## config.mk

```make
export PLATFORM = sky130hd
export DESIGN_NAME = vga_timing_gen
export DESIGN_NICKNAME = d
export VERILOG_FILES = /design/src/rtl/vga_timing_gen.sv
export SDC_FILE = /design/constraint.sdc
export NUM_CORES = 1
export LEC_CHECK = 0
export BUFFER_PORTS_ARGS = -buffer_cell sky130_fd_sc_hd__buf_4
export CELL_PAD_IN_SITES_DETAIL_PLACEMENT = 1
export CELL_PAD_IN_SITES_GLOBAL_PLACEMENT = 2
export CORE_MARGIN = 2
export CORE_UTILIZATION = 25
export DETAILED_ROUTE_END_ITERATION = 7
export PLACE_DENSITY_LB_ADDON = 0.1
export SKIP_LAST_GASP = 1
export SLEW_MARGIN = 20
export SYNTH_ARGS = -nofsm -noshare
export SYNTH_HDL_FRONTEND = slang
export SYNTH_SLANG_ARGS = --single-unit
export TNS_END_PERCENT = 50
```

## constraint.sdc

```tcl
create_clock -name clk -period 4.4 [get_ports clk]
set_input_delay 1.1 -clock clk [delete_from_list [all_inputs] [get_ports clk]]
set_output_delay 1.1 -clock clk [all_outputs]
set_load 0.02 [all_outputs]
```

## src/rtl/vga_timing_gen.sv

```systemverilog
// vga_timing_gen
// Raster timing generator for a 640x480 @ 60 Hz display (geometry set by parameters).
// It drives pixel coordinates, an active-area flag and a once-per-frame tick to the
// pixel consumer. It samples the consumer's colour, blanks it outside the visible
// area, and drives registered colour and sync pins to the monitor.
//
// Optional build macro: VGA_SYNC_ALIGN_EN
//   defined   : hsync/vsync are delayed one extra register so they line up with vga_rgb
//   undefined : hsync/vsync change on the same edge as xpos/ypos (they lead vga_rgb by 1 clk)
//
// Ports:
//   clk        in   pixel clock (25 MHz nominal)
//   reset      in   asynchronous, active-high reset
//   pixel_rgb  in   [2:0] colour returned by the consumer for the current xpos/ypos
//   xpos       out  [9:0] horizontal count, 0..H_TOTAL-1
//   ypos       out  [9:0] vertical count, 0..V_TOTAL-1
//   active     out  1 while xpos < H_ACTIVE and ypos < V_ACTIVE
//   tick       out  one-clock pulse at (0, V_ACTIVE), the start of vertical blank
//   hsync      out  horizontal sync, asserted level SYNC_POL
//   vsync      out  vertical sync, asserted level SYNC_POL
//   vga_rgb    out  [2:0] registered, blanked colour
module vga_timing_gen #(
    parameter int   H_ACTIVE = 640,
    parameter int   H_FP     = 16,
    parameter int   H_SYNC   = 96,
    parameter int   H_BP     = 48,
    parameter int   V_ACTIVE = 480,
    parameter int   V_FP     = 10,
    parameter int   V_SYNC   = 2,
    parameter int   V_BP     = 33,
    parameter logic SYNC_POL = 1'b0
) (
    input  logic       clk,
    input  logic       reset,
    input  logic [2:0] pixel_rgb,
    output logic [9:0] xpos,
    output logic [9:0] ypos,
    output logic       active,
    output logic       tick,
    output logic       hsync,
    output logic       vsync,
    output logic [2:0] vga_rgb
);

    localparam int H_TOTAL  = H_ACTIVE + H_FP + H_SYNC + H_BP;
    localparam int V_TOTAL  = V_ACTIVE + V_FP + V_SYNC + V_BP;
    localparam int HS_FIRST = H_ACTIVE + H_FP;
    localparam int HS_LAST  = H_ACTIVE + H_FP + H_SYNC - 1;
    localparam int VS_FIRST = V_ACTIVE + V_FP;
    localparam int VS_LAST  = V_ACTIVE + V_FP + V_SYNC - 1;

    localparam logic [9:0] H_MAX = 10'(H_TOTAL - 1);
    localparam logic [9:0] V_MAX = 10'(V_TOTAL - 1);

    // The counters are 10 bits wide; a larger raster cannot be represented.
    generate
        if (H_TOTAL > 1024 || V_TOTAL > 1024) begin : g_size_check
            $error("vga_timing_gen: H_TOTAL and V_TOTAL must not exceed 1024");
        end
    endgenerate

    logic [9:0] hcnt_q, hcnt_d;
    logic [9:0] vcnt_q, vcnt_d;
    logic       active_q, active_d;
    logic       tick_q, tick_d;
    logic       hsync_q, hsync_d;
    logic       vsync_q, vsync_d;
    logic [2:0] vga_rgb_q;

    // ---- next counter value and its decodes ----
    always_comb begin
        hcnt_d = hcnt_q + 10'd1;
        vcnt_d = vcnt_q;
        if (hcnt_q == H_MAX) begin
            hcnt_d = '0;
            vcnt_d = (vcnt_q == V_MAX) ? 10'd0 : vcnt_q + 10'd1;
        end
    end

    // Decoding the next count lets the flags land on the same edge as xpos/ypos.
    always_comb begin
        active_d = (int'(hcnt_d) < H_ACTIVE) && (int'(vcnt_d) < V_ACTIVE);
        tick_d   = (hcnt_d == 10'd0) && (int'(vcnt_d) == V_ACTIVE);
        hsync_d  = ((int'(hcnt_d) >= HS_FIRST) && (int'(hcnt_d) <= HS_LAST)) ? SYNC_POL : ~SYNC_POL;
        vsync_d  = ((int'(vcnt_d) >= VS_FIRST) && (int'(vcnt_d) <= VS_LAST)) ? SYNC_POL : ~SYNC_POL;
    end

    // ---- counter / decode register stage ----
    always_ff @(posedge clk or posedge reset) begin
        if (reset) begin
            hcnt_q   <= '0;
            vcnt_q   <= '0;
            active_q <= 1'b0;
            tick_q   <= 1'b0;
            hsync_q  <= ~SYNC_POL;
            vsync_q  <= ~SYNC_POL;
        end else begin
            hcnt_q   <= hcnt_d;
            vcnt_q   <= vcnt_d;
            active_q <= active_d;
            tick_q   <= tick_d;
            hsync_q  <= hsync_d;
            vsync_q  <= vsync_d;
        end
    end

    // ---- colour register stage ----
    // pixel_rgb belongs to the current xpos/ypos, so active_q is its matching qualifier.
    always_ff @(posedge clk or posedge reset) begin
        if (reset) begin
            vga_rgb_q <= '0;
        end else begin
            vga_rgb_q <= active_q ? pixel_rgb : 3'b000;
        end
    end

`ifdef VGA_SYNC_ALIGN_EN
    logic hsync_al_q;
    logic vsync_al_q;

    // ---- sync alignment stage (matches the colour register delay) ----
    always_ff @(posedge clk or posedge reset) begin
        if (reset) begin
            hsync_al_q <= ~SYNC_POL;
            vsync_al_q <= ~SYNC_POL;
        end else begin
            hsync_al_q <= hsync_q;
            vsync_al_q <= vsync_q;
        end
    end

    assign hsync = hsync_al_q;
    assign vsync = vsync_al_q;
`else
    assign hsync = hsync_q;
    assign vsync = vsync_q;
`endif

    assign xpos    = hcnt_q;
    assign ypos    = vcnt_q;
    assign active  = active_q;
    assign tick    = tick_q;
    assign vga_rgb = vga_rgb_q;

endmodule

```

* Word level (Yosys, flattened, before mapping) *
Cells that the tools add are included.

operators by class
  $add $sub $neg = 2
  magnitude comparators = 6
  equal/unequal tests = 3
  multiplexer cells = 6
  reductions and logical operators = 5

operator list
  operator                 count
  $eq A10 B10 Y1 const B   3
  $mux W10                 3
  $add A10 B1 Y10 const B  2
  $ge A10 B10 Y1 const B   1
  $ge A10 B9 Y1 const B    1
  $le A10 B10 Y1 const B   1
  $le A10 B9 Y1 const B    1
  $logic_not A10 Y1        1
  $lt A10 B10 Y1 const B   1
  $lt A10 B9 Y1 const B    1
  $logic_and A1 B1 Y1      4
  $mux W3                  1
  $mux W1                  2

word-level totals
  register bits = 27
  output and inout bits = 27
  logic and storage cells = 29

* Depth between registers and ports, before layout *
  depth after elaboration = 6
  gate-level depth with buffers = 8
  mapped depth without buffers = 7

* Worst setup path after synthesis *
Ideal clock, no wire load.

  path type = flip-flop to flip-flop
  from = reg vcnt_q[0] (netlist: ypos[0])
  to = reg vcnt_q[4] (netlist: ypos[4])
  setup time = 67 ps
  data arrival time = 1921 ps
  setup slack = 2413 ps
  cell stages (with the launch flop) = 8
  path buffers = 1
  period minus slack after synthesis = 1987 ps
  cells stage by stage = dfrtp_1 clkbuf_1 inv_1 ha_1 and4bb_2 and3b_1 or4_1 nand2_1

between the ends
  word-level cells in the longest chain between the ends = 3
  elaborated cells on any way between the ends = 4

RTL lines
  what                                                      RTL line  text
  from (decl)                                               63        logic [9:0] vcnt_q, vcnt_d;
  from (signal assigned)                                    99        vcnt_q <= vcnt_d;
  $add A10 B1 Y10 / $eq A10 B10 Y1 (equally long branches)  76        vcnt_d = (vcnt_q == V_MAX) ? 10'd0 : vcnt_q + 10'd1;
  $mux W10 (*)                                              76
  $mux W10 (*)                                              74        if (hcnt_q == H_MAX) begin
  named net vcnt_d[4]                                       63

The timed path passes the listed nets; every way through them passes the cells marked *.

* Worst setup path in the final report *
  from = reg hcnt_q[6] (netlist: xpos[6])
  to = out xpos[6]

RTL lines
  what                    RTL line  text
  from (decl)             62        logic [9:0] hcnt_q, hcnt_d;
  from (signal assigned)  98        hcnt_q <= hcnt_d;
  to (decl)               36        output logic [9:0] xpos,

No word-level cell between the ends.

==> results.cfg <==
[worst_setup_path]
cp_slowest_cell = dfrtp_1
critical_path.max_fanout = 13
cp_num_buf_inv = 1
path_class = reg -> out
reg2reg_depth = 5
cp-start-kind = flop
path_depth = 1
required_ns = 3.30
critPathArrivalTime_ns = 1.16
cp_cell_sequence = buf_4
rrSetupSlack_ns = 2.17
cp_top_family = flip-flops
crit_path_max_incr_delay_ns = 0.65
cp-end-kind = output port

[drt]
routed-via-count = 1435
ant_nets = 0
drt_pre_antenna_iters = 4
drt_iter0_drc = 77
finalWirelength_mm = 4.75
wl_per_cell_um = 17.3
drc = 0
drt-vias-per-instance = 5.22

[floorplan]
fp.dieH_um = 84.5
core_um2 = 6310
fp-row-count = 29
dieArea_um2 = 7150
io_pins = 32
start_util_pct = 25.7
die_x_um = 84.5

[timing]
fmax_mhz = 442
fin_crit_ns = 2.26
fin_crit_sh_pct = 51.5
setup_tns_ns = 0
hold_viol_final = 0
tightest_slew_ns = 0.606
setup_viol = 0
rsz0062_at_grt = false
finClkSkew_ns = 0.00297
hold_slack_ns = 0.532
maxSlewViolCount = 0
slew_headroom_pct = 59.5

[yosys]
syn_inst = 172
yosysSeqAreaShare_pct = 41.8
ys.flop_type = dfrtp_1
syn-cell-area_um2 = 1620
synth-seq-cells = 27
synth-edff-count = 0
synth.distinct_cells = 50
syn_area_per_cell_um2 = 9.43
synth_nets = 181
yosysWarnings = 0
async_reset_ff_share_pct = 100

[final_layout]
drive_above_1_share_pct = 25.8
fill_cells = 746
fin_util_pct = 31.0
area_growth_pct = 20.8
n_antenna_cell = 0
finalNetCount = 208

[grt]
antenna_found_initial = 0
grt_pass1_wl_mm = 7.89
overflow = 0
first_global_vias = 1509
grt_max_degree = 28
grtUsageTotal_pct = 13.8

[flow_run]
cap_violations = 0

[min_path]
whs_path_depth = 1
worstHoldPathType = reg -> reg

[clock_network]
insertion_delay_ns = 0.28
cts_tree = built
cts_hold_buf = 0
cts_setup_buffers = 0
cts_made_buffers = 3
cts_resized = 0
clkSinkCount = 27
clk_pin_slew_ns = 0.10
clockRootBuffer = clkbuf_8
cts.htree.levels = 1
cts_buffer_depth = 2

[placed_design]
portBuffers = 31
routabilityCongestion = 0.814
dp.final_hpwl_mm = 3.59

[pwr]
peakVddDrop_mv = 0.0951
leakagePower_nw = 0.855
p_per_area_nw_per_um2 = 210

[status]
status = complete, no violations
sequential cells by signal, indices dropped and copies added (netlist names):
name / cells
tick: 1
vga_rgb: 3
hsync: 1
ypos: 10
xpos: 10
vsync: 1
active: 1
report_power, final:
group / switching (mW) / internal (mW) / total (mW)
Clock: 0.0840 / 0.0645 / 0.148
Sequential: 0.000365 / 0.249 / 0.250
Combinational: 0.00807 / 0.00473 / 0.0128
Total: 0.0924 / 0.319 / 0.411
synth_stat cells, drive strengths merged (2+ instances only):
library cell   n  area share [%]
or2            4             1.5
ha             4             3.1
or3            6             2.6
nand4b         5             2.7
nand3         11             4.2
nor3b          2            0.93
and4           2             1.2
nand2b         3             1.2
nor3          10             4.1
dfrtp         25              39
o21ai          9             2.8
a22o           2             1.1
and2           5             1.9
nand2         10             2.3
a211oi         3             1.7
buf            6             1.8
nand4          4             1.5
nor2           7             1.6
and3           6             2.3
xnor2          5             2.7
dfstp          2             3.2
xor2           4             2.2
nor4           3             1.5
a21oi          6             1.9
o22ai          2            0.77
clkbuf         3            0.69
inv           10             2.3
metrics by stage:
step | instances | power [mW] | setup WS (ns) | area [um2]
2_1_floorplan | 172 | 0.261 | 2.41 | 1620
3_3_place_gp | 271 | 0.267 | 2.19 | 1910
3_5_place_dp | 271 | 0.268 | 2.17 | 1910
4_1_cts | 275 | 0.418 | 2.12 | 1960
5_1_grt | 275 | 0.434 | 2.01 | 1960
6_report | 275 | 0.411 | 2.14 | 1960
worst reg2reg max path: cells and delay by family (launching register included):
| family | cells | cell delay (ns) |
|---|---|---|
| and+or+nand+nor | 3 | 1.23 |
| AOI/OAI and AO/OA | 2 | 0.37 |
| DFF | 1 | 0.56 |
layer usage:
metal	global-route usage, %	vias to the layer above	wire length [um]
li1	-	681	-
met1	18.5	720	2170
met2	23.2	30	2360
met3	2.65	4	172
met4	3.03	0	43
met5	0	-	0
cell usage in the layout, fill, tap and decap left out, drive strengths merged, types with 3 or more instances in the layout:
master  count
nor2        7
a21oi       6
nand2b      3
nor4        3
nor3       10
clkbuf      3
inv        10
nand2      10
buf        31
nand4b      5
nand3      11
nand4       4
a211oi      3
and3        6
o21ai       9
ha          4
or3         6
dfrtp      25
or2         4
xnor2       5
and2        5
xor2        4
final timing paths:
path,end,startpoint
min in group asynchronous,vga_rgb[1]$_DFF_PP0_,reset
min reg2reg,xpos[0]$_DFF_PP0_,xpos[0]$_DFF_PP0_
max in group asynchronous,ypos[2]$_DFF_PP0_,reset
max,xpos[6],xpos[6]$_DFF_PP0_
max reg2reg,active$_DFF_PP0_,xpos[6]$_DFF_PP0_
min,xpos[0]$_DFF_PP0_,xpos[0]$_DFF_PP0_
logic make-up (layout without fill, tap and decap cells):
logic type	Yosys count	in the layout	synth area share, %
multiplexers	1	1	0.694
AO/OA/AOI/OAI	31	31	13.3
flip-flops	27	27	41.8
XOR/XNOR	9	9	4.86
adder cells (fa/ha/maj)	4	4	3.09
AND/OR/NAND/NOR	81	81	31.5
buffers and inverters	19	45	4.78
final cells by class:
cell class | instances | area [um2] | area share, %
clock buffer | 3 | 41.3 | 2.11
clock inverter | 1 | 7.51 | 0.383
inverter | 10 | 37.5 | 1.92
multi-input combinational | 126 | 866 | 44.2
sequential | 27 | 678 | 34.6
tap | 77 | 96.3 | 4.92
timing repair buffer | 31 | 233 | 11.9
No activity file was read; power rests on OpenSTA's default activity.
